<file path="src/rtl/exu_issue_ctrl.sv">
// exu_issue_ctrl: issue/sequencing controller wrapped around the combinational ALU.
// Accepts one decoded op, holds it on the ALU inputs for LATENCY cycles, captures
// the result and presents it to writeback until accepted. Counts retired ops and
// tags ops whose mode word selects more than one ALU operation.
module exu_issue_ctrl #(
    parameter int LATENCY = 1,
    parameter int CNT_W   = 4
) (
    input  logic        clk,
    input  logic        rst_n,
    input  logic        flush,
    // decode side
    input  logic        in_valid,
    output logic        in_ready,
    input  logic [31:0] in_src1,
    input  logic [31:0] in_src2,
    input  logic [31:0] in_imm,
    input  logic [10:0] in_mode,
    input  logic [4:0]  in_rd,
    input  logic        in_wen,
    // ALU side
    output logic [31:0] alu_src1,
    output logic [31:0] alu_src2,
    output logic [31:0] alu_imm,
    output logic [10:0] alu_mode,
    input  logic [31:0] alu_result,
    // writeback side
    output logic        out_valid,
    input  logic        out_ready,
    output logic [31:0] out_data,
    output logic [4:0]  out_rd,
    output logic        out_wen,
    output logic        out_illegal,
    // status
    output logic        busy,
    output logic [31:0] retired_cnt
);

    typedef enum logic [1:0] {IDLE, EXEC, DONE} state_t;

    // Everything that travels with an op from accept to result capture.
    typedef struct packed {
        logic [31:0] src1;
        logic [31:0] src2;
        logic [31:0] imm;
        logic [10:0] mode;
        logic [4:0]  rd;
        logic        wen;
        logic        illegal;
    } op_t;

    // Counter value on the edge that captures the ALU result.
    localparam logic [CNT_W-1:0] CNT_LAST = CNT_W'(LATENCY - 1);

    state_t           state;
    logic [CNT_W-1:0] cnt;
    op_t              held;
    op_t              new_op;
    logic [9:0]       op_sel;
    logic             accept;
    logic             retire;

    // Op-select field must be zero (add) or one-hot; clearing the lowest set bit
    // leaves something behind exactly when two or more bits are set.
    assign op_sel = in_mode[10:1];

    assign new_op = '{
        src1:    in_src1,
        src2:    in_src2,
        imm:     in_imm,
        mode:    in_mode,
        rd:      in_rd,
        wen:     in_wen,
        illegal: |(op_sel & (op_sel - 10'd1))
    };

    // Ready only depends on our own state plus flush/out_ready, never on in_valid,
    // so there is no combinational loop back to decode.
    assign in_ready = rst_n & ~flush &
                      ((state == IDLE) | ((state == DONE) & out_ready));
    assign accept   = in_valid & in_ready;
    assign retire   = (state == DONE) & out_valid & out_ready & ~flush;
    assign busy     = (state != IDLE);

    // ALU sees only held values so decode can change its outputs freely.
    assign alu_src1 = held.src1;
    assign alu_src2 = held.src2;
    assign alu_imm  = held.imm;
    assign alu_mode = held.mode;

    // Sequencer: accept -> execute for LATENCY cycles -> hold result until taken.
    always_ff @(posedge clk) begin
        if (!rst_n) begin
            state       <= IDLE;
            cnt         <= '0;
            held        <= '0;
            out_valid   <= 1'b0;
            out_data    <= '0;
            out_rd      <= '0;
            out_wen     <= 1'b0;
            out_illegal <= 1'b0;
            retired_cnt <= '0;
        end else if (flush) begin
            // Drop whatever is in flight; holding registers keep their contents.
            state     <= IDLE;
            out_valid <= 1'b0;
            cnt       <= '0;
        end else begin
            if (retire) begin
                retired_cnt <= retired_cnt + 32'd1;
            end
            if (accept) begin
                // Covers both IDLE accept and back-to-back accept from DONE.
                held      <= new_op;
                cnt       <= '0;
                out_valid <= 1'b0;
                state     <= EXEC;
            end else begin
                case (state)
                    EXEC: begin
                        if (cnt == CNT_LAST) begin
                            out_data    <= alu_result;
                            out_rd      <= held.rd;
                            out_wen     <= held.wen;
                            out_illegal <= held.illegal;
                            out_valid   <= 1'b1;
                            state       <= DONE;
                        end else begin
                            cnt <= cnt + CNT_W'(1);
                        end
                    end
                    DONE: begin
                        if (out_ready) begin
                            out_valid <= 1'b0;
                            state     <= IDLE;
                        end
                    end
                    default: begin
                    end
                endcase
            end
        end
    end

endmodule

</file>
<file path="config.mk">
export PLATFORM = sky130hd
export DESIGN_NAME = exu_issue_ctrl
export DESIGN_NICKNAME = d
export VERILOG_FILES = /design/src/rtl/exu_issue_ctrl.sv
export SDC_FILE = /design/constraint.sdc
export NUM_CORES = 1
export LEC_CHECK = 0
export CAP_MARGIN = 20
export CORE_ASPECT_RATIO = 1.4
export CORE_MARGIN = 3
export CORE_UTILIZATION = 35
export CTS_CLUSTER_DIAMETER = 40
export DETAILED_ROUTE_END_ITERATION = 12
export PLACE_DENSITY = 0.7
export SYNTH_ARGS = -nofsm -noshare
export SYNTH_HDL_FRONTEND = slang
export SYNTH_SLANG_ARGS = --single-unit
</file>
<file path="constraint.sdc">
create_clock -name clk -period 1.95 [get_ports clk]
set_input_delay 0.4875 -clock clk [delete_from_list [all_inputs] [get_ports clk]]
set_output_delay 0.4875 -clock clk [all_outputs]
set_load 0.05 [all_outputs]
</file>
# == Word level (Yosys, flattened, before mapping) ==
# Index checks and enable logic that the tools add are counted.
# op_classes
addsub,3
n_reduce_logical,14
n_mux,7
n_eq_ne,6
bitwise,13
# ops
operator,count
"32-bit by 1-bit adder with 32-bit output, second input constant",1
10-bit bitwise AND,1
10-bit OR reduction,1
"10-bit by 1-bit subtractor with 10-bit output, second input constant",1
1-bit bitwise AND,7
"3-bit != test, second input constant",2
2-bit AND reduction,3
3-bit AND reduction,2
"4-bit by 1-bit adder with 4-bit output, second input constant",1
4-bit logical NOT,1
2-bit two-way mux,2
"2-bit != test, second input constant",2
1-bit NOT,4
2-bit case mux with 2 select lines,1
4-bit AND reduction,1
2-bit nonzero test,2
1-bit two-way mux,3
3-bit nonzero test,1
3-bit OR reduction,1
"2-bit by 1-bit equality test with 1-bit output, second input constant",1
"2-bit equality test, second input constant",1
2-bit logical NOT,1
1-bit case mux with 2 select lines,1
2-bit OR reduction,1
1-bit bitwise OR,1
# word_totals
output_inout_bits,181
elab_cells,59
inputBits,150
ff_bits,192

# == Depth between registers and ports, before layout ==
# Gate-level depths: netlist of run 1.
# logic_depth
word_depth,7
depth_mapped,8
mapped_depth_nobuf,6

# == Least setup slack after synthesis of run 1 ==
# Ideal clock, no wire load.
# synth_path
path_kind,register -> register
startpoint,register retired_cnt[19]
endpoint,register retired_cnt[25]
slack_ns,-0.113
t_arrival_ns,1.992
stages_incl_launch_ff,6
path_buffers,1
period_less_slack_ns,2.063
setup_time_ns,0.070
cell_sequence,dfxtp_1 -> nand4_2 -> or3_1 -> buf_2 -> or4_1 -> a21oi_1
# synth_between
elab_chain_cells,1
# synth_lines
element,line_no,source
from (decl),36,output logic [31:0] retired_cnt
from (signal assigned),110,retired_cnt <= retired_cnt + 32'd1;
32-bit by 1-bit adder with 32-bit output,110,
# Every way passes these cells.
# A chain may end at the register's enable or synchronous reset.

# == Worst setup path after layout of run 1 ==
# layout_path
startpoint,register state[0]
endpoint,output port busy
# layout_between
elab_chain_cells,1
# layout_lines
element,line_no,source
from (decl),55,state_t state;
from (signal assigned),94,state <= IDLE;
from (signal assigned),105,state <= IDLE;
from (signal assigned),117,state <= EXEC;
2-bit nonzero test,83,assign busy = (state != IDLE);
to (decl),35,"output logic busy,"
# Every way passes these cells.

==> metrics.md, run 1 <==
| Metric | Value |
|---|---|
| Final net count | 1386 |
| EDFF count, synth | 0 |
| RSZ-0062 raised after global routing | false |
| GR Util All Layers | 0.184 |
| Mapped Area | 7960 um2 |
| Most frequent cell after synthesis | nand2_1 |
| CTS Sinks | 191 |
| H-tree Lvls | 4 |
| Drt wl/cell | 15.0 um |
| Slew margin rel. | 0.666 |
| DRC | 0 |
| Clock Skews | roughly 11 ps |
| Met1 GRT Util | 0.204 |
| Longest Clk Path Bufs | 2 |
| Register area share after synthesis | 0.480 |
| # IOs | roughly 330 |
| Number of port buffers | 330 |
| Achievable frequency | 0.534 GHz |
| Num CTS Buffers | 17 |
| Most frequent cells after synthesis | nand2_1 (327), dfxtp_1 (191), a21oi_1 (170), buf_4 (107), clkbuf_1 (47) |
| Slew Limit Fails | 0 |
| Crit path max-delay family | simple AND/OR/NAND/NOR gates |
| Initial drt markers | 293 |
| Root Driver | clkbuf_16 |
| Post-synthesis cell type count | 34 |
| Power Density | 752 nW/um2 |
| Register bit total from synthesis | 191 |
| Final hold viol count | 0 |
| Kind of critical path | flip-flop to primary output |
| Yosys top cell by area | dfxtp_1 |
| Critical-path cell list | buf_4, or2_2, buf_12 |
| Drt first pass iters | 5 |
| Fin crit period | 1870 ps |
| Die area | 24600 um2 |
| Max Cap Viol | 0 |
| ANT cells | 0 |
| Synth Warn # | 0 |
| Detailed Place HPWL | roughly 17 mm |
| Die width | about 130 um |
| Sequential standard cell area | 3840 um2 |
| Post-Syn Instances | 1009 |
| Placed Area | 10700 um2 |
| Starting Density | 0.360 |
| M3 GR Usage | 0.0549 |
| Vias per Instance | 4.70 |
| Synth area leaders | dfxtp_1 (48%), nand2_1 (15%), a21oi_1 (11%) |
| Worst hold slack | around 450 ps |
| Fill count | 2157 |
| Pin count of the biggest net entering global routing | 52 |
| Setup Viol. Count Final | 0 |
| Routed Antenna Nets | 0 |
| CORE AREA | 22100 um2 |
| Final Instance Area | 11300 um2 |
| Layout cell share with drive strength beyond 1 | 0.217 |
| Vias in the first global route | 7168 |
| P&R area growth vs syn | 41.6% |
| Worst-Margin Slew | 504 ps |
| Max FO, Critical Path | 6 |
| Via count | 7248 |
| Worst EP required | 1460 ps |
| Skew-Pair Late Insertion Delay | about 430 ps |
| # hold bufs at CTS | 0 |
| Ys flop type | dfxtp_1 |
| CP Launch Type | flip-flop |
| Worst Path Buf+Inv | 2 |
| CP peak stage delay | around 330 ps |
| Chip Height | 184 um |
| Hold crit path type | flip-flop to flip-flop |
| Leak | 4.41 nW |
| Critical Path End Type | primary output |
| Peak VDD IR | between 0.0005 and 0.0006 V |
| Row count | 64 |
| Worst path slowest cell | or2_2 |
| GPL Wtd Cong | 0.809 |
| CTS tree | yes |
| Syn Area/Cell | 7.89 um2 |
| Syn Nets | ~1200 |
| Clock Pin Slew Worst Setup and Hold Paths | approximately 70 ps |
| Share of the synthesized area in the top cell type | 0.480 |
| Gr busiest metal | met2 |
| CP arrival | 1390 ps |
| Fin crit share | 0.961 |
| FFs w/ async S/R, synth | 0 |
| DRT Wirelength | 23.1 mm |
| Total grt overflow | 0 |
| First-pass GRT wire length | 36.6 mm |
| Postcts setup bufs | 0 |
| Initial antenna violation count | 0 |
| Met2 GRT Util | 0.331 |
| Area of the multi-input gates | between 3000 and 4000 um2 |
| Status | completed |
per-stage QoR:
stage	util	total power, W	worst slack [ps]	setup TNS, ps	std cells
after floorplan	-	0.00472	8.68	0	1009
after global placement	0.483	0.00518	-416	-30100	1511
after detailed placement	0.483	0.00519	-425	-35100	1511
after CTS	0.509	0.00861	7.58	0	1543
after global routing	0.510	0.00884	18.3	0	1543
final	0.510	0.00847	76.8	0	1543
cell families after synthesis:
logic type,after synthesis,synth area share
compound gates,191,0.124
xor+xnor,13,0.0143
fa+ha+maj,3,0.00472
buf+inv,177,0.136
flops,191,0.480
mux,9,0.0113
simple gates,425,0.229
layer usage:
metal,vias to the layer above,share of wire
met4,0,0.022
met5,-,0
li1,3648,-
met2,252,0.52
met3,29,0.068
met1,3319,0.39
placed cells by master (no fill, tap or decap), types with 10 or more instances in the layout:
master | synthesis | layout
nand3_1 | 11 | 10
clkdlybuf4s50_1 | 0 | 146
dlygate4sd2_1 | 0 | 13
dfxtp_1 | 191 | 177
nor2_1 | 18 | 18
buf_12 | 0 | 13
buf_4 | 107 | 199
a21oi_1 | 170 | 169
nand2_1 | 327 | 327
xor2_1 | 10 | 10
dfxtp_2 | 0 | 14
clkbuf_16 | 0 | 17
path summary, 6_finish.rpt:
| check | start | to | slack [ps] | cells after the start |
|---|---|---|---|---|
| worst min register to register | alu_src1[5]$_SDFFE_PN0P_ | alu_src1[5]$_SDFFE_PN0P_ | 450 | 2 |
| worst max-delay path | state[0]$_SDFFE_PP0P_ | busy | 80 | 3 |
| worst min-delay path | alu_src1[5]$_SDFFE_PN0P_ | alu_src1[5]$_SDFFE_PN0P_ | 450 | 2 |
| worst max register to register | cnt[1]$_SDFFE_PP0P_ | out_rd[1]$_SDFFE_PN0P_ | 130 | 7 |
worst reg2reg max path, stage by stage (launching register included):
cell     delay [ps]
dfxtp_1         330
inv_1            80
ha_1            150
or3b_1          390
or3_1           370
buf_12          190
nand2_1         120
a21oi_1          60
final cells by class:
type | instances | area share
Clock buffer | 21 | 0.0408
Timing Repair Buffer | 373 | 0.297
Multi-Input combinational cell | 641 | 0.275
Clock inverter | 11 | 0.00943
Sequential cell | 191 | 0.341
Inverter | 9 | 0.00344
Tap cell | 297 | 0.0330
registers in the layout, indices dropped and copies added, names as in the netlist, 4 cells and up:
name and flops:
alu_mode 11, held 7, out_rd 5, retired_cnt 32
alu_src2 32, out_data 32, alu_imm 32, cnt 4
alu_src1 32
power by group:
group          leakage [nW]  switching [W]  internal, W
Combinational          2.58       0.000581     0.000481
Clock                 0.271        0.00154      0.00184
Sequential             1.55      0.0000429      0.00398
repair_timing:
| action | 4_1_cts | 5_1_grt |
|---|---|---|
| endpoints found under the setup margin | 12 | 16 |
| resized for setup | 18 | 4 |
| cloned | 0 | 0 |
| pin swaps | 1 | 1 |
(Power assumes the default switching activity.)
==> inputs of run 2 (changes only) <==
- CELL_PAD_IN_SITES_DETAIL_PLACEMENT: not set -> 2
- CELL_PAD_IN_SITES_GLOBAL_PLACEMENT: not set -> 2
- CORE_UTILIZATION: 35 -> 21
- PLACE_DENSITY: 0.7 -> not set
- PLACE_DENSITY_LB_ADDON: not set -> 0.1
==> run 2 against run 1 <==
Clock skew up 1.4 ps; utilization down 20 points; clock power up 14%; worst hold slack better by 1.3 ps; sequential share of layout area down 0.91 points; critical path type is now input port to primary output; count of clock-buffer cells in the layout down 2; critical path depth up 2; global-route usage down 3.8 points; combinational power about the same; worst setup slack worse by 12 ps.
==> metrics.md, run 2 (synthesis results as in run 1) <==
| Metric | Value |
|---|---|
| Layout cell share with drive strength beyond 1 | 0.222 (+0.00499) |
| Via count | 7468 (+3.0%) |
| Worst-Margin Slew | 490 ps (-13.3 ps) |
| Starting Density | 0.215 (-0.145) |
| Root Driver | clkbuf_16 |
| Final Non-Filler Cells | 1713 (+11%) |
| Setup WS pre-CTS | -518 ps (-92.8 ps) |
| Achievable frequency | 0.530 GHz (-0.63%) |
| Detailed Place HPWL | 21.9 mm (+29%) |
| P&R area growth vs syn | 45.5% |
| Chip Height | 236 um (+28%) |
| # IOs | 331 (unchanged) |
| CORE AREA | 37100 um2 (+68%) |
| Total grt overflow | 0 (unchanged) |
| Clock Skews | 12.6 ps (+1.39 ps) |
| Initial antenna violation count | 1 (+1) |
| H-tree Lvls | 4 (unchanged) |
| Hold crit path type | flip-flop to flip-flop |
| CTS tree | yes |
| DRC | 0 (unchanged) |
| Skew-Pair Late Insertion Delay | 450 ps (+20 ps) |
| Final hold viol count | 0 (unchanged) |
| Most frequent cells in the layout | nand2_1 (327), buf_4 (202), dfxtp_1 (176) |
| Final worst-path setup slack | 65.0 ps (-11.8 ps) |
| Status | completed |
| Most common cell after layout, fill and taps aside | nand2_1 |
| Drt first pass iters | 4 (-1) |
| Vias in the first global route | 7902 (+10%) |
| Num CTS Buffers | 17 (unchanged) |
| Longest Clk Path Bufs | 2 (unchanged) |
| RSZ-0062 raised after global routing | false |
| Fill count | 4235 (+96%) |
| Pin count of the biggest net entering global routing | 47 (-9.6%) |
| Slew margin rel. | 0.674 (+0.00884) |
| Drt wl/cell | 17.4 um (+16%) |
| CP Launch Type | input port |
| Peak VDD IR | 0.000401 V (-28%) |
| CP arrival | 1400 ps (about the same) |
| CTS Sinks | 191 (unchanged) |
| Fin crit share | 0.967 (+0.00607) |
| Final net count | 1387 (+0.072%) |
| Fin crit period | 1890 ps (+11.8 ps) |
| Slew Limit Fails | 0 (unchanged) |
| Dpl cells | 1682 (+11%) |
| Power Density | 774 nW/um2 (+3.0%) |
| Max FO, Critical Path | 4 (-2) |
| Kind of critical path | input port to primary output |
| DRT Wirelength | 29.8 mm (+29%) |
| Routed Antenna Nets | 0 (unchanged) |
| Die width | 171 um (+28%) |
| Leak | 4.44 nW (+0.69%) |
| Worst EP required | 1460 ps (about the same) |
| # hold bufs at CTS | 0 (unchanged) |
| Initial drt markers | 193 (-34%) |
| Postcts setup bufs | 0 (unchanged) |
| Row count | 83 (+30%) |
| GPL Wtd Cong | 0.704 (-13%) |
| Critical Path End Type | primary output |
| Die area | 40300 um2 (+64%) |
| Setup Viol. Count Final | 0 (unchanged) |
| Number of port buffers | 330 (unchanged) |
| GR Util All Layers | 0.146 (-0.0377) |
| Clock Pin Slew Worst Setup and Hold Paths | 70 ps (about the same) |
| Vias per Instance | 4.36 (-7.2%) |
| First-pass GRT wire length | 45.9 mm (+25%) |
| Max Cap Viol | 0 (unchanged) |
-- run 2: cell types whose count changed in the layout (fill, tap and decap cells not counted), sizes merged --
cell          previous run  this run
dlymetal6s2s             1         0
dlygate4sd2             13        11
clkinv                   3         2
inv                     13        12
clkbuf                  21        19
diode                    0         1
bufinv                   1         4
clkinvlp                 3         2
buf                    213       217
-- run 2: power by group --
part           internal, W  switching, W  leakage, nW  total (W)
clock network      0.00219       0.00167        0.298    0.00386
registers          0.00398     0.0000436         1.55    0.00403
logic             0.000484      0.000604         2.59    0.00109
total              0.00666       0.00231         4.44    0.00897
-- run 2: metrics by stage --
step	cell area [um2]	TNS (ps)	hold WS, ps	utilization	power, W
floorplan	7980	0	429	-	0.00472
global placement	10900	-35930	441	0.294	0.00522
detailed placement	10900	-46860	449	0.294	0.00523
CTS	11600	0	460	0.312	0.00920
global route	11600	0	477	0.313	0.00942
finish	11600	0	455	0.313	0.00897
-- run 2: worst max-delay path, cell delays in order --
cell and delay [ps]:
dlygate4sd2_1 260, buf_4 170, nor2b_4 140, and3_4 200, buf_12 130
-- run 2: what timing repair did --
action	CTS	global route
gates resized for setup	19	6
pin swaps	1	0
setup endpoints to repair	13	35
-- run 2: routing by layer --
layer  track usage  routed length (um)  vias up
li1              -                   -     3645
met1         0.164               12000     3608
met2         0.264               15600      190
met3        0.0417                1790       25
met4        0.0435                 486        0
met5             0                   0        -
-- run 2: final cells by class --
class	instances	area [um2]	share of cell area
diodes	1	2.50	0.000216
clock buffers	19	443	0.0382
clock inverters	11	181	0.0157
inverters	9	38.8	0.00335
multi-input cells	641	3130	0.270
flip-flops and latches	191	3840	0.332
well taps	467	584	0.0504
repair buffers	374	3370	0.291
-- run 2: path summary, 6_finish.rpt --
path                                            from                     end  slack [ps]  cells past startpoint
worst max-delay path                           flush                in_ready          60                      5
worst min-delay path            held[3]$_SDFFE_PN0P_  out_rd[1]$_SDFFE_PN0P_         450                      2
worst max register to register   cnt[0]$_SDFFE_PP0P_  out_rd[3]$_SDFFE_PN0P_         120                      7
worst min register to register  held[3]$_SDFFE_PN0P_  out_rd[1]$_SDFFE_PN0P_         450                      2
==> inputs of run 3 (changes only) <==
==> constraint.sdc (replaced) <==
create_clock -name clk -period 1.95 [get_ports clk]
set_input_delay 0.39 -clock clk [delete_from_list [all_inputs] [get_ports clk]]
set_output_delay 0.39 -clock clk [all_outputs]
set_load 0.05 [all_outputs]
==> run 3 against run 2 <==
Sequential share of layout area is 0.28 points lower; die area unchanged; cell count unchanged; global-route usage barely moved; worst setup slack gained 21 ps; first-iteration DRC count is 1.0% lower; critical endpoint unchanged; largest power group unchanged.
==> metrics.md, run 3 (synthesis results as in run 1) <==
| Metric | Value |
|---|---|
| First-pass GRT wire length | 45.9 mm (+0.12%) |
| DRT Wirelength | 30.1 mm (+0.88%) |
| Final worst-path setup slack | 85.8 ps (+20.8 ps) |
| Worst EP required | 1560 ps (+100 ps) |
| DRC | 0 (unchanged) |
| Clock Pin Slew Worst Setup and Hold Paths | 70 ps (about the same) |
| CORE AREA | 37100 um2 (unchanged) |
| Fin crit share | 0.956 (-0.0107) |
| Slew Limit Fails | 0 (unchanged) |
| Row count | 83 (unchanged) |
| Final net count | 1384 (-0.22%) |
| Chip Height | 236 um (unchanged) |
| Worst reg2reg path depth | 7 (unchanged) |
| Critical Path End Type | primary output |
| Initial antenna violation count | 2 (+1) |
| Starting Density | 0.215 (unchanged) |
| Via count | 7522 (+0.72%) |
| P&R area growth vs syn | 46.8% |
| Dpl cells | 1677 (-0.30%) |
| Pin count of the biggest net entering global routing | 47 (unchanged) |
| Achievable frequency | 0.536 GHz (+1.1%) |
| RSZ-0062 raised after global routing | false |
| Status | completed |
| Detailed Place HPWL | 22.2 mm (+1.3%) |
| Fill count | 4278 (+1.0%) |
| CTS Sinks | 191 (unchanged) |
| Layout cell share with drive strength beyond 1 | 0.154 (-0.0681) |
| Peak VDD IR | 0.000411 V (+2.5%) |
| Vias in the first global route | 7947 (+0.57%) |
| Slew margin rel. | 0.637 (-0.0371) |
| CTS tree | yes |
| Most common cell after layout, fill and taps aside | nand2_1 |
| Longest Clk Path Bufs | 2 (unchanged) |
| Final hold viol count | 0 (unchanged) |
| Most frequent cells in the layout | nand2_1 (327), dfxtp_1 (176), a21oi_1 (169) |
| Skew-Pair Late Insertion Delay | 450 ps (about the same) |
| Vias per Instance | 4.39 (+0.72%) |
| Power Density | 760 nW/um2 (-1.9%) |
| GR Util All Layers | 0.147 (+0.000465) |
| Num CTS Buffers | 17 (unchanged) |
| Root Driver | clkbuf_16 |
| Drt first pass iters | 6 (+2) |
| Die area | 40300 um2 (unchanged) |
| Max FO, Critical Path | 4 (unchanged) |
| Hold crit path type | flip-flop to flip-flop |
| Routed Antenna Nets | 0 (unchanged) |
| Number of port buffers | 330 (unchanged) |
| Initial drt markers | 191 (-1.0%) |
| H-tree Lvls | 4 (unchanged) |
| Setup WS pre-CTS | -466 ps (+51.7 ps) |
| Leak | 4.65 nW (+4.9%) |
| Kind of critical path | input port to primary output |
| Max Cap Viol | 0 (unchanged) |
| Worst-Margin Slew | 546 ps (+55.9 ps) |
| Fin crit period | 1860 ps (-20.8 ps) |
| Hold path cells | 2 (unchanged) |
| CP arrival | 1470 ps (+70 ps) |
| Clock Skews | 14.8 ps (+2.28 ps) |
| # IOs | 331 (unchanged) |
| Drt wl/cell | 17.6 um (+0.88%) |
| Setup Viol. Count Final | 0 (unchanged) |
| GPL Wtd Cong | 0.722 (+2.6%) |
| Final Non-Filler Cells | 1713 (unchanged) |
| Die width | 171 um (unchanged) |
| Total grt overflow | 0 (unchanged) |
| CP Launch Type | input port |
-- run 3: final timing paths --
path / startpoint / slack (ps) / endpoint
worst min-delay path: held[6]$_SDFFE_PN0P_ / 450 / out_rd[4]$_SDFFE_PN0P_
worst max register to register: cnt[1]$_SDFFE_PP0P_ / 140 / out_data[8]$_SDFFE_PN0P_
worst min register to register: held[6]$_SDFFE_PN0P_ / 450 / out_rd[4]$_SDFFE_PN0P_
worst max-delay path: flush / 90 / in_ready
-- run 3: repair_timing --
item                                    CTS  global route
hold buffers                              0             0
endpoints found under the setup margin   95            41
gates cloned                              0             1
buffers inserted                          0             1
pin swaps                                 0             1
gates resized for setup                  95            10
-- run 3: area by class of cell --
| type | instances | area [um2] | share of cell area |
|---|---|---|---|
| Antenna cell | 2 | 5.00 | 0.000428 |
| Sequential cell | 191 | 3840 | 0.329 |
| Tap cell | 467 | 584 | 0.0500 |
| Clock inverter | 13 | 166 | 0.0142 |
| Inverter | 9 | 38.8 | 0.00332 |
| Clock buffer | 19 | 453 | 0.0388 |
| Timing Repair Buffer | 371 | 3480 | 0.298 |
| Multi-Input combinational cell | 641 | 3120 | 0.267 |
-- run 3: through the flow --
stage          hold slack [ps]  power, W  cell area [um2]  utilization  TNS (ps)
2_1_floorplan              429   0.00472             7980            -         0
3_3_place_gp               441   0.00524            11100        0.299    -17550
3_5_place_dp               450   0.00525            11100        0.299    -23380
4_1_cts                    445   0.00912            11600        0.313         0
5_1_grt                    463   0.00933            11700        0.315         0
6_report                   451   0.00888            11700        0.315         0
-- run 3: critical path, cell delays in order --
cell	delay, ps
clkdlybuf4s50_1	430
buf_4	180
nor2b_4	130
and3_4	200
buf_12	130
-- run 3: power breakdown --
group          switching, W  internal [W]
Combinational      0.000608      0.000472
Clock               0.00176       0.00202
Sequential        0.0000399       0.00398
Total               0.00241       0.00647
-- run 3: layer usage --
metal	up-vias	GRT usage	share of wire
met3	24	0.0468	0.066
li1	3648	-	-
met4	0	0.0462	0.017
met1	3653	0.164	0.40
met5	-	0	0
met2	197	0.261	0.52
==> variant 1: new RTL, settings of run 3 <==
Set the parameter `CNT_W` to 6 (it was 4).
--- a/src/rtl/exu_issue_ctrl.sv
+++ b/src/rtl/exu_issue_ctrl.sv
@@ -4,7 +4,7 @@
 // tags ops whose mode word selects more than one ALU operation.
 module exu_issue_ctrl #(
     parameter int LATENCY = 1,
-    parameter int CNT_W   = 4
+    parameter int CNT_W   = 6
 ) (
     input  logic        clk,
     input  logic        rst_n,
Check against the original RTL: not settled (the Yosys comparison gave no result); the edit may change what the design does.
==> variant 1 against run 3 <==
The run now ends with setup timing left. Sequential cell count rose by 2. Wire length rose by 7.2%. Register-to-register slack got worse by 0.27 ns. Area after synthesis rose by 1.0%. Setup slack got worse by 0.21 ns. Synthesized cell count rose by 0.40%. Sequential power rose by 1%. Power fell by 3.2%. Critical path depth rose by 5. Final area rose by 4.5%. First-iteration DRC count rose by 35%. Die area rose by 1.0%.
==> variant 1: results (changes against run 3) <==
Status
  – Status: finished, violations left
  – Failing checks: setup timing

Power
  – Comb power frac: 0.127 (+0.005)
  – Total power: 8.59 mW (-3.2%)
  – Seq pwr share: 0.473 (+0.020)
  – Sw frac: 0.271 (about the same)
  – Peak supply drop: 0.421 mV (+2.4%)
  – Static leakage: 4.92 nW (+5.8%)

Hold path
  – Worst min-delay path class: flop to flop

Logic synthesis
  – Distinct cell type count after synthesis: 42 (+24%)
  – Post-synth top cells: nand2_1, dfxtp_1, a21oi_1
  – Ys flop type: dfxtp_1
  – Syn_nets: 1166 (+0.34%)
  – FFs w/ async S/R, synth: 0 (unchanged)
  – Register area share after synthesis: 0.480 (about the same)
  – Area contributors post-synth: dfxtp_1, nand2_1, a21oi_1
  – Cells after Synth: 1013 (+0.40%)
  – Synth warnings: 0 (unchanged)

Global route
  – M2 GR Usage: 0.297 (+0.0354)
  – Number of global-route vias before repair: 7959 (+0.15%)
  – Largest net degree at the start of global routing: 81 (+72%)
  – GRT Total Usage: 0.154 (+0.00717)
  – Met1 Usage GRT: 0.161 (-0.00295)
  – First-pass GRT wire length: 47800 um (+4.1%)
  – Met3 Usage GRT: 0.0466 (-0.000192)
  – Initial antenna violation count: 0 (-2)

Route
  – DR iter-0 viols: 258 (+35%)
  – Drt pass-1 iters: 4 (-2)
  – Post-Route WL: 32300 um (+7.2%)
  – DR vias: 7677 (+2.1%)
  – Post-detailed-route wirelength per cell: 18.4 um (+4.7%)

Placed design
  – Hpwl dp: 23100 um (+4.2%)
  – Placed cell area: 11300 sq um (+1.8%)
  – Placed insts: 1710 (+2.0%)
  – Port Buffers: 330 (unchanged)
  – Final Wtd Congestion: 0.733 (+1.5%)
  – Dpl ws: -0.690 ns (-0.224 ns)

Critical path
  – Worst Path Max Fanout: 4 (unchanged)
  – Worst path arrival time: 2.45 ns (+0.98 ns)
  – Worst path max stage delay: 0.46 ns (+0.03 ns)
  – Worst path slowest cell: or4b_4
  – Family with the most delay on the worst path: simple AND/OR/NAND/NOR gates

Clock network
  – CTS clk-pin slew, worst paths: 0.07 ns (about the same)
  – Root Buffer: clkbuf_16
  – Clk Latency, worst-skew pair: 0.44 ns
  – Num CTS Buffers: 17 (unchanged)
  – Longest Clk Path Bufs: 2 (unchanged)
  – H-tree lvl count: 4 (unchanged)

Timing
  – Final TNS setup: -3.24 ns (-3.24 ns)
  – Worst slew margin: 0.647 (+0.0100)
  – Final WS setup: -0.125 ns (-0.211 ns)
  – # setup viols final: 41 (+41)
  – Clock skew: 0.00993 ns (-0.00491 ns)

Finish
  – Layout cells sized above 1: 0.222 (+0.0689)
  – Fin nets: 1422 (+2.7%)
  – Fillers: 4293 (+0.35%)
==> variant 1: area by class of cell <==
| class | instances | area (sq um) | area share |
|---|---|---|---|
| Antenna cell | 1 | 2.50 | 0.000205 |
| Clock buffer | 19 | 433 | 0.0354 |
| Clock inverter | 12 | 110 | 0.00902 |
| Inverter | 7 | 31.3 | 0.00256 |
| Multi-Input combinational cell | 647 | 3350 | 0.275 |
| Sequential cell | 193 | 3880 | 0.317 |
| Tap cell | 473 | 592 | 0.0485 |
| Timing Repair Buffer | 403 | 3810 | 0.312 |
==> variant 1: worst paths after layout <==
path / slack [ns] / cells after the start / startpoint / endpoint
max: -0.13 / 10 / cnt[0] / out_data[14]
min: 0.45 / 2 / out_data[27] / out_data[27]
max reg2reg: -0.13 / 10 / cnt[0] / out_data[14]
min reg2reg: 0.45 / 2 / out_data[27] / out_data[27]
==> variant 1: logic make-up (layout without fill, tap and decap cells) <==
family | Yosys count | count (layout) | synth area share
AO/OA/AOI/OAI | 194 | 194 | 0.126
XOR/XNOR | 14 | 14 | 0.0152
adder cells (fa/ha/maj) | 3 | 3 | 0.00467
buffers and inverters | 173 | 441 | 0.134
flip-flops | 193 | 193 | 0.480
multiplexers | 10 | 10 | 0.0124
other | 0 | 1 | 0
AND/OR/NAND/NOR | 426 | 426 | 0.228
==> variant 1: timing repair <==
item,4_1_cts,5_1_grt
cloned,3,4
pin swaps,0,30
endpoints found under the setup margin,118,44
buffers inserted,5,4
gates resized for setup,85,68
hold endpoints to repair,0,0
==> variant 1: metal layers <==
metal,routed length [um],vias up
li1,-,3738
met5,0,-
met1,12200,3750
met3,1720,19
met2,18100,170
met4,318,0
==> variant 2: new RTL, flow settings as in run 3 <==
Made on the original files. Encoding of `state_t`: now one-hot (3 bits for 3 states).
--- a/src/rtl/exu_issue_ctrl.sv
+++ b/src/rtl/exu_issue_ctrl.sv
@@ -36,7 +36,7 @@
     output logic [31:0] retired_cnt
 );
 
-    typedef enum logic [1:0] {IDLE, EXEC, DONE} state_t;
+    typedef enum logic [2:0] {IDLE = 3'b001, EXEC = 3'b010, DONE = 3'b100} state_t;
 
     // Everything that travels with an op from accept to result capture.
     typedef struct packed {
Function: no difference found for any inputs over 4 cycles, from zero or initial values and one cycle with rst_n low; so few cycles prove little.
==> variant 2 against run 3 <==
The run now ends with setup timing left. Final area grew 7.3%. Register-to-register slack got worse by 0.44 ns. Wire length grew 4.9%. Sequential cell count grew 1. Power rose by 0.73%. Area after synthesis decreased by 0.53%. Setup slack lost 0.38 ns. Via count up 2.3%. Largest cell class is now buffers.
==> variant 2: results (changes against run 3) <==
Finish
  – Layout cells sized above 1: 0.216 (+0.0627)
  – Fillers: 4223 (-1.3%)
  – Fin nets: 1450 (+4.8%)

Status
  – Failing checks: setup timing
  – Status: finished, violations left

Power
  – Sequential power: 4.03 mW (about the same)
  – Net Switching: 2.37 mW (-1.4%)
  – Static leakage: 5.15 nW (+11%)
  – Peak supply drop: 0.422 mV (+2.6%)

Clock network
  – Post-cts sizing count: 113 (+19%)
  – Root Buffer: clkbuf_16
  – Post-CTS Setup Inserts: 3 (+3)
  – CTS clk-pin slew, worst paths: 0.07 ns (about the same)

Timing
  – Final TNS setup: -12.28 ns (-12.28 ns)
  – # setup viols final: 136 (+136)
  – Clock skew: 0.0146 ns (-0.000189 ns)
  – Worst slew pin tran: 0.621 ns (+0.0752 ns)
  – Final WS setup: -0.299 ns (-0.385 ns)

Logic synthesis
  – Syn_nets: 1158 (-0.34%)
  – Register area share after synthesis: 0.485 (+0.00511)
  – Area contributors post-synth: dfxtp_1, nand2_1, a21oi_1
  – Post-synth top cells: nand2_1, dfxtp_1, a21oi_1
  – Distinct cell type count after synthesis: 40 (+18%)

Placed design
  – Port Buffers: 330 (unchanged)
  – Dpl ws: -0.969 ns (-0.503 ns)
  – Final Wtd Congestion: 0.697 (-3.5%)
  – Hpwl dp: 21700 um (-2.3%)

Global route
  – GRT Total Usage: 0.146 (about the same)
  – Largest net degree at the start of global routing: 82 (+74%)
  – Initial antenna violation count: 1 (-1)
  – First-pass GRT wire length: 46100 um (+0.45%)
  – Number of global-route vias before repair: 8144 (+2.5%)

Critical path
  – Worst Path Max Fanout: 6 (+2)
  – Worst path max stage delay: 0.53 ns (+0.10 ns)
  – CP Class: flop to flop
  – CP endpoint: retired_cnt[26]
  – Worst EP required: 2.32 ns (+0.76 ns)
  – Reg-to-Reg Start: state[0]
  – Reg2reg path depth: 5 (-2)
  – Worst path slowest cell: or4_4

Route
  – Post-detailed-route wirelength per cell: 17.8 um (+1.1%)
  – DR vias: 7695 (+2.3%)
  – Drt pass-1 iters: 4 (-2)
  – DR iter-0 viols: 238 (+25%)

Hold path
  – Hold path startpoint: out_data[24]
[variant 2: cell count changes after synthesis, moves of 4 or more]
cell,change
a21oi_1,-9
and4_1,-6
buf_1,+5
buf_2,-10
mux2i_1,-5
nand2b_1,-6
nor2_1,+15
nor3_1,+4
o31ai_1,-8
or4_1,-4
xnor2_1,+16
xor2_1,-4
[variant 2: stage by stage]
step	area (sq um)	power, mW	utilization	hold WS [ns]	std cells
2_1_floorplan	8180	4.73	-	0.432	1005
3_3_place_gp	11400	5.24	0.309	0.441	1715
3_5_place_dp	11400	5.25	0.309	0.449	1715
4_1_cts	12100	9.06	0.326	0.448	1749
5_1_grt	12500	9.40	0.339	0.463	1777
6_report	12500	8.95	0.339	0.453	1777
[variant 2: metal layers]
layer | global-route usage | up-vias | part of all wire
met5 | 0 | - | 0
met2 | 0.255 | 209 | 0.51
met3 | 0.0496 | 28 | 0.066
li1 | - | 3736 | -
met1 | 0.167 | 3722 | 0.41
met4 | 0.0467 | 0 | 0.015
[variant 2: kinds of logic (layout without fill, tap and decap cells)]
logic type / after synthesis / in the layout / synth area share
simple gates: 428 / 428 / 0.226
flops: 192 / 192 / 0.485
compound gates: 178 / 178 / 0.116
buf+inv: 174 / 478 / 0.134
xor+xnor: 25 / 25 / 0.0277
fa+ha+maj: 4 / 4 / 0.00600
mux: 4 / 4 / 0.00506
other cells: 0 / 1 / 0
[variant 2: area by class of cell]
| type | count | area (sq um) | area share |
|---|---|---|---|
| clock buffers | 21 | 480 | 0.0383 |
| multi-input cells | 639 | 3250 | 0.259 |
| clock inverters | 10 | 123 | 0.00978 |
| flip-flops and latches | 192 | 3880 | 0.310 |
| well taps | 467 | 584 | 0.0466 |
| inverters | 10 | 42.5 | 0.00339 |
| repair buffers | 437 | 4180 | 0.333 |
| diodes | 1 | 2.50 | 0.000200 |
